### config.mk
export PLATFORM = sky130hd
export DESIGN_NAME = reg_file_sb_flat
export DESIGN_NICKNAME = d
export VERILOG_FILES = /design/src/rtl/reg_file_sb_if.sv /design/src/rtl/reg_file_sb.sv /design/src/flat_wrapper.sv
export SDC_FILE = /design/constraint.sdc
export NUM_CORES = 2
export LEC_CHECK = 0
export ABC_CLOCK_PERIOD_IN_PS = 23400
export CAP_MARGIN = 15
export CORE_MARGIN = 3
export CORE_UTILIZATION = 50
export DETAILED_ROUTE_END_ITERATION = 8
export GPL_ROUTABILITY_DRIVEN = 0
export GPL_TIMING_DRIVEN = 0
export HOLD_SLACK_MARGIN = 0.03
export PLACE_DENSITY_LB_ADDON = 0.15
export REMOVE_ABC_BUFFERS = 1
export SETUP_SLACK_MARGIN = 0.1
export SYNTH_ARGS = -nofsm -noshare
export SYNTH_HDL_FRONTEND = slang
export SYNTH_SLANG_ARGS = --single-unit
### constraint.sdc
create_clock -name clk -period 23.4 [get_ports clk]
set_input_delay 4.68 -clock clk [delete_from_list [all_inputs] [get_ports clk]]
set_output_delay 4.68 -clock clk [all_outputs]
set_load 0.05 [all_outputs]
### src/rtl/reg_file_sb_if.sv
// reg_file_sb_if: decode/writeback bus of the scoreboarded register file.
//   master : decode/writeback side (drives addresses, writeback, issue info)
//   slave  : register file side (returns read data, stall, debug outputs)
// Read ports AD1/AD2 -> RD1/RD2, writeback WE3/AD3/WD3, issue_valid/use_rs1/
// use_rs2/issue_rd/flush -> stall, plus debug busy_count and a0.
interface reg_file_sb_if #(
    parameter int ADDRESS_WIDTH = 5,
    parameter int DATA_WIDTH    = 32
);
    logic [ADDRESS_WIDTH-1:0] AD1, AD2, AD3, issue_rd;
    logic [DATA_WIDTH-1:0]    RD1, RD2, WD3, a0;
    logic                     WE3, issue_valid, use_rs1, use_rs2, flush, stall;
    logic [ADDRESS_WIDTH:0]   busy_count;

    modport master (
        output AD1, AD2, AD3, WD3, WE3, issue_valid, use_rs1, use_rs2, issue_rd, flush,
        input  RD1, RD2, stall, busy_count, a0
    );

    modport slave (
        input  AD1, AD2, AD3, WD3, WE3, issue_valid, use_rs1, use_rs2, issue_rd, flush,
        output RD1, RD2, stall, busy_count, a0
    );
endinterface

### src/rtl/reg_file_sb.sv
// reg_file_sb: register file with per-register busy scoreboard and
// writeback-to-read bypass for the pipelined RV32I core.
// Ports:
//   clk  - rising-edge clock
//   rst  - synchronous active-high reset
//   bus  - reg_file_sb_if.slave: two combinational read ports with bypass,
//          one writeback port, issue/flush inputs, combinational stall,
//          registered busy_count and registered a0 mirror.
module reg_file_sb #(
    parameter int ADDRESS_WIDTH = 5,
    parameter int DATA_WIDTH    = 32,
    parameter int A0_INDEX      = 10
) (
    input  logic          clk,
    input  logic          rst,
    reg_file_sb_if.slave  bus
);
    localparam int NREGS = 1 << ADDRESS_WIDTH;

    logic [NREGS-1:0][DATA_WIDTH-1:0] regs_q, regs_d;
    logic [NREGS-1:0]                 busy_q, busy_d;
    logic [ADDRESS_WIDTH:0]           busy_count_q, busy_count_d;
    logic [DATA_WIDTH-1:0]            a0_q, a0_d;

    logic wr_en;
    logic hit1, hit2, hit_rd;
    logic raw1, raw2, waw;
    logic stall_w, accept;

    // Writes to x0 are dropped, so x0 never stores data nor gets cleared/set.
    assign wr_en  = bus.WE3 && (bus.AD3 != '0);
    assign hit1   = wr_en && (bus.AD3 == bus.AD1);
    assign hit2   = wr_en && (bus.AD3 == bus.AD2);
    assign hit_rd = wr_en && (bus.AD3 == bus.issue_rd);

    // busy[0] is never set, so no explicit x0 term is needed in the hazards.
    assign raw1    = bus.use_rs1 && busy_q[bus.AD1] && !hit1;
    assign raw2    = bus.use_rs2 && busy_q[bus.AD2] && !hit2;
    assign waw     = (bus.issue_rd != '0) && busy_q[bus.issue_rd] && !hit_rd;
    assign stall_w = bus.issue_valid && (raw1 || raw2 || waw);
    assign accept  = bus.issue_valid && !stall_w && !bus.flush;

    always_comb begin
        bus.RD1 = '0;
        if (bus.AD1 != '0) bus.RD1 = hit1 ? bus.WD3 : regs_q[bus.AD1];
        bus.RD2 = '0;
        if (bus.AD2 != '0) bus.RD2 = hit2 ? bus.WD3 : regs_q[bus.AD2];
    end

    always_comb begin
        regs_d = regs_q;
        busy_d = busy_q;
        if (wr_en) begin
            regs_d[bus.AD3] = bus.WD3;
            busy_d[bus.AD3] = 1'b0;
        end
        // Set after clear: a same-cycle reissue owns the register again.
        if (accept && (bus.issue_rd != '0)) busy_d[bus.issue_rd] = 1'b1;
        if (bus.flush) busy_d = '0;

        busy_count_d = '0;
        for (int i = 0; i < NREGS; i++)
            busy_count_d = busy_count_d + (ADDRESS_WIDTH+1)'(busy_d[i]);

        // Taken from next-state so a0 tracks the write on the same edge.
        a0_d = regs_d[A0_INDEX];
    end

    always_ff @(posedge clk) begin
        if (rst) begin
            regs_q       <= '0;
            busy_q       <= '0;
            busy_count_q <= '0;
            a0_q         <= '0;
        end else begin
            regs_q       <= regs_d;
            busy_q       <= busy_d;
            busy_count_q <= busy_count_d;
            a0_q         <= a0_d;
        end
    end

    assign bus.stall      = stall_w;
    assign bus.busy_count = busy_count_q;
    assign bus.a0         = a0_q;
endmodule

### src/flat_wrapper.sv
// flat-port wrapper written by rule: the top's interface ports become plain ports
module reg_file_sb_flat 
#(
    parameter int ADDRESS_WIDTH = 5,
    parameter int DATA_WIDTH    = 32,
    parameter int A0_INDEX      = 10
)
  (clk, rst, bus_AD1, bus_AD2, bus_AD3, bus_WD3, bus_WE3, bus_issue_valid, bus_use_rs1, bus_use_rs2, bus_issue_rd, bus_flush, bus_RD1, bus_RD2, bus_stall, bus_busy_count, bus_a0);
  reg_file_sb_if #(.ADDRESS_WIDTH(ADDRESS_WIDTH), .DATA_WIDTH(DATA_WIDTH)) bus_i ();
  input  logic clk;
  input  logic rst;
  input wire logic [$bits(bus_i.AD1)-1:0] bus_AD1;
  input wire logic [$bits(bus_i.AD2)-1:0] bus_AD2;
  input wire logic [$bits(bus_i.AD3)-1:0] bus_AD3;
  input wire logic [$bits(bus_i.WD3)-1:0] bus_WD3;
  input wire logic [$bits(bus_i.WE3)-1:0] bus_WE3;
  input wire logic [$bits(bus_i.issue_valid)-1:0] bus_issue_valid;
  input wire logic [$bits(bus_i.use_rs1)-1:0] bus_use_rs1;
  input wire logic [$bits(bus_i.use_rs2)-1:0] bus_use_rs2;
  input wire logic [$bits(bus_i.issue_rd)-1:0] bus_issue_rd;
  input wire logic [$bits(bus_i.flush)-1:0] bus_flush;
  output wire logic [$bits(bus_i.RD1)-1:0] bus_RD1;
  output wire logic [$bits(bus_i.RD2)-1:0] bus_RD2;
  output wire logic [$bits(bus_i.stall)-1:0] bus_stall;
  output wire logic [$bits(bus_i.busy_count)-1:0] bus_busy_count;
  output wire logic [$bits(bus_i.a0)-1:0] bus_a0;
  assign bus_i.AD1 = bus_AD1;
  assign bus_i.AD2 = bus_AD2;
  assign bus_i.AD3 = bus_AD3;
  assign bus_i.WD3 = bus_WD3;
  assign bus_i.WE3 = bus_WE3;
  assign bus_i.issue_valid = bus_issue_valid;
  assign bus_i.use_rs1 = bus_use_rs1;
  assign bus_i.use_rs2 = bus_use_rs2;
  assign bus_i.issue_rd = bus_issue_rd;
  assign bus_i.flush = bus_flush;
  assign bus_RD1 = bus_i.RD1;
  assign bus_RD2 = bus_i.RD2;
  assign bus_stall = bus_i.stall;
  assign bus_busy_count = bus_i.busy_count;
  assign bus_a0 = bus_i.a0;
  reg_file_sb #(.ADDRESS_WIDTH(ADDRESS_WIDTH), .DATA_WIDTH(DATA_WIDTH), .A0_INDEX(A0_INDEX)) u_core (.clk(clk), .rst(rst), .bus(bus_i));
endmodule
==> impl_metrics.env <==
export IMPL_status="complete, no violations"
export IMPL_finalCritPeriodShare=0.585
export IMPL_synth_simple_gate_area_frac=0.160
export IMPL_synth_area_um2=55800
export IMPL_p_clk_frac=0.460
export IMPL_synth_most_common_cell="nand2_1"
export IMPL_final_hold_violation_count=0
export IMPL_cts_tree="built"
export IMPL_synthAdderAreaFrac=0.0104
export IMPL_detail_route_antenna_nets=0
export IMPL_coreArea_um2=110000
export IMPL_synth_seq_area_share=0.381
export IMPL_dp_slack_ps=9750
export IMPL_p_comb_frac=0.091
export IMPL_drt_iter0_drc=6451
export IMPL_switchingPower_mw=1.04
export IMPL_endpoint_kind="primary output"
export IMPL_synth_compound_area_frac=0.129
export IMPL_grt_start_max_net_pins=147
export IMPL_ys_flop_type="dfxtp_1"
export IMPL_synth_seq_cells=1062
export IMPL_die_h_um=340
export IMPL_grt_total_usage=0.364
export IMPL_wl_per_cell_um=28.9
export IMPL_critPathRequiredTime_ps=18720
export IMPL_fmax_mhz=73.0
export IMPL_vias_per_cell=6.55
export IMPL_clk_pin_slew_worst_paths_ps=60
export IMPL_p_per_area_nw_per_um2=63.9
export IMPL_intPower_mw=3.04
export IMPL_area_delta_synth_final_pct=14.4
export IMPL_worst_slack_ps=9700
export IMPL_path_buf_inv=5
export IMPL_die_area_um2=116000
export IMPL_avgSynthCellArea_um2=9.07
export IMPL_path_cells="clkdlybuf4s50_1 -> or2_1 -> nor3_1 -> nor3_2 -> buf_6 -> buf_6 -> buf_6 -> a21oi_1 -> nor2_1 -> clkdlybuf4s50_1"
export IMPL_io_pins=162
export IMPL_cts_buffers=115
export IMPL_hold_ws_ps=461
export IMPL_grt_pass1_vias=46595
export IMPL_drive_above_1_share=0.169
export IMPL_worst_ep_arrival_time_ps=9020
export IMPL_synth_top_cell_by_area="dfxtp_1"
export IMPL_post_cts_setup_buffers=0
export IMPL_start_util=0.508
export IMPL_vias=48837
export IMPL_synth_async_reset_ratio=0
export IMPL_place_hpwl_um=129000
export IMPL_ys_types=54
export IMPL_synthMuxAreaShare=0.261
export IMPL_die_width_um=340
export IMPL_crit_path_max_incr_delay_ps=970
export IMPL_ctsHoldBuffers=0
export IMPL_slew_headroom=0.253
export IMPL_setup_viol=0
export IMPL_yosys_warnings=0
export IMPL_portBuffers=161
export IMPL_cap_viol_max_count=0
export IMPL_drc=0
export IMPL_synth_edf_count=0
export IMPL_cts_path_max_buffers=3
export IMPL_path_class="in -> out"
export IMPL_p_leak_nw=20.8
export IMPL_synth_xor_area_frac=0.00283
export IMPL_switching_share=0.255
export IMPL_worstHoldPathType="reg -> reg"
export IMPL_start_kind="input pin"
export IMPL_clk_latency_ps=720
export IMPL_routed_wl_um=216000
export IMPL_rsz0062_at_grt="false"
export IMPL_slew_viol_final=0
export IMPL_fillCellCount=9261
export IMPL_root_buffer="clkbuf_16"
export IMPL_synth_top_area_frac=0.381
export IMPL_synth_top_family_by_area="multiplexers"
export IMPL_worstMarginPinSlew_ps=1110
export IMPL_post_cts_resized=0
export IMPL_ir_drop_uv=55.6
export IMPL_grt_pass1_wl_um=314000
export IMPL_path_max_fanout=14
export IMPL_skew_ps=17.5
export IMPL_crit_top_cell="buf_6"
export IMPL_synth_area_leaders="dfxtp_1, mux4_2, nand2_1"
export IMPL_cp_slowest_cell="clkdlybuf4s50_1"
export IMPL_cp_top_family="buffers and inverters"
export IMPL_synth_common_cells="nand2_1, dfxtp_1, a21oi_1"
export IMPL_antenna_found_initial=6
export IMPL_h_tree_depth=3
export IMPL_period_minus_slack_ps=13700
export IMPL_nNetsFinal=5979
export IMPL_core_rowCount=121
export IMPL_clock_sinks=1062
export IMPL_first_pass_iters=6
export IMPL_fin_tns_setup_ps=0
export IMPL_grt_overflow=0
export IMPL_syn_inst=6151
export IMPL_p_seq_frac=0.449
-- metrics by stage --
step / cells / instance area, µm² / util / total power [mW]
after floorplan: 5457 / 52700 / - / 1.99
after global placement: 7094 / 56200 / 0.512 / 2.28
after detailed placement: 7232 / 59600 / 0.543 / 2.23
after CTS: 7440 / 63500 / 0.578 / 4.07
after global routing: 7455 / 63800 / 0.582 / 4.17
final: 7458 / 63900 / 0.582 / 4.08
-- area by class of cell --
class	instances	area [µm²]	share of cell area
multi-input cells	4374	31900	0.499
flip-flops and latches	1062	21300	0.333
repair buffers	314	4980	0.0779
clock buffers	174	3410	0.0534
well taps	1476	1850	0.0289
clock inverters	34	417	0.00652
inverters	21	78.8	0.00123
diodes	3	7.51	0.000118
-- power groups by stage --
stage          clock network, mW  logic, mW  registers [mW]
2_1_floorplan                  0      0.122            1.87
3_3_place_gp                   0      0.414            1.87
3_5_place_dp                   0      0.357            1.87
4_1_cts                     1.89      0.357            1.83
5_1_grt                     1.95      0.384            1.83
6_report                    1.88      0.371            1.83
-- cell families (layout without fill, tap and decap cells) --
logic type / Yosys count / after routing
flip-flops: 1062 / 1062
buffers and inverters: 715 / 543
XOR/XNOR: 18 / 18
adder cells (fa/ha/maj): 32 / 32
multiplexers: 746 / 746
AND/OR/NAND/NOR: 2301 / 2301
AO/OA/AOI/OAI: 1277 / 1277
other: 0 / 3
-- placed cells by master (no fill, tap or decap), types with 27 or more instances in the layout --
master,instances
dfxtp_1,1062
a21oi_1,1023
a32o_1,42
nand2b_1,27
clkbuf_16,121
nor2_4,29
clkdlybuf4s50_1,150
nor2b_1,47
a211oi_1,72
clkbuf_1,30
mux2i_1,153
nand2_1,2026
mux2_2,30
mux4_2,561
o22ai_1,31
clkbuf_8,27
buf_12,47
buf_16,71
nor2_1,94
-- state kept, by name (all words and copies together) (netlist names) --
| name | count |
|---|---|
| u_core.regs_q | 1024 |
| u_core.busy_q | 32 |
| u_core.bus.busy_count | 6 |
-- per-layer routing --
| layer | share of wire | GRT usage | wire length (µm) | vias up |
|---|---|---|---|---|
| li1 | - | - | - | 21032 |
| met1 | 0.38 | 0.482 | 81200 | 23887 |
| met2 | 0.45 | 0.557 | 96900 | 3172 |
| met3 | 0.12 | 0.0851 | 24900 | 740 |
| met4 | 0.058 | 0.191 | 12600 | 6 |
| met5 | 0.00019 | 0 | 40 | - |
-- worst paths after layout --
| check | from | slack, ps | cells after the start | end |
|---|---|---|---|---|
| worst min-delay path | u_core.regs_q[857] | 460 | 2 | u_core.regs_q[857] |
| worst max-delay path | bus_AD3[1] | 9700 | 10 | bus_RD2[14] |
| worst min register to register | u_core.regs_q[857] | 460 | 2 | u_core.regs_q[857] |
| worst max register to register | u_core.busy_q[1] | 16030 | 24 | u_core.bus.busy_count[4] |
-- worst min-delay path: cells and delay by family, from the launching register on --
family | cells | cell delay, ps
compound gates | 1 | 50
flops | 1 | 310
simple gates | 1 | 50
Note: power is estimated with default switching activity, not from simulation.
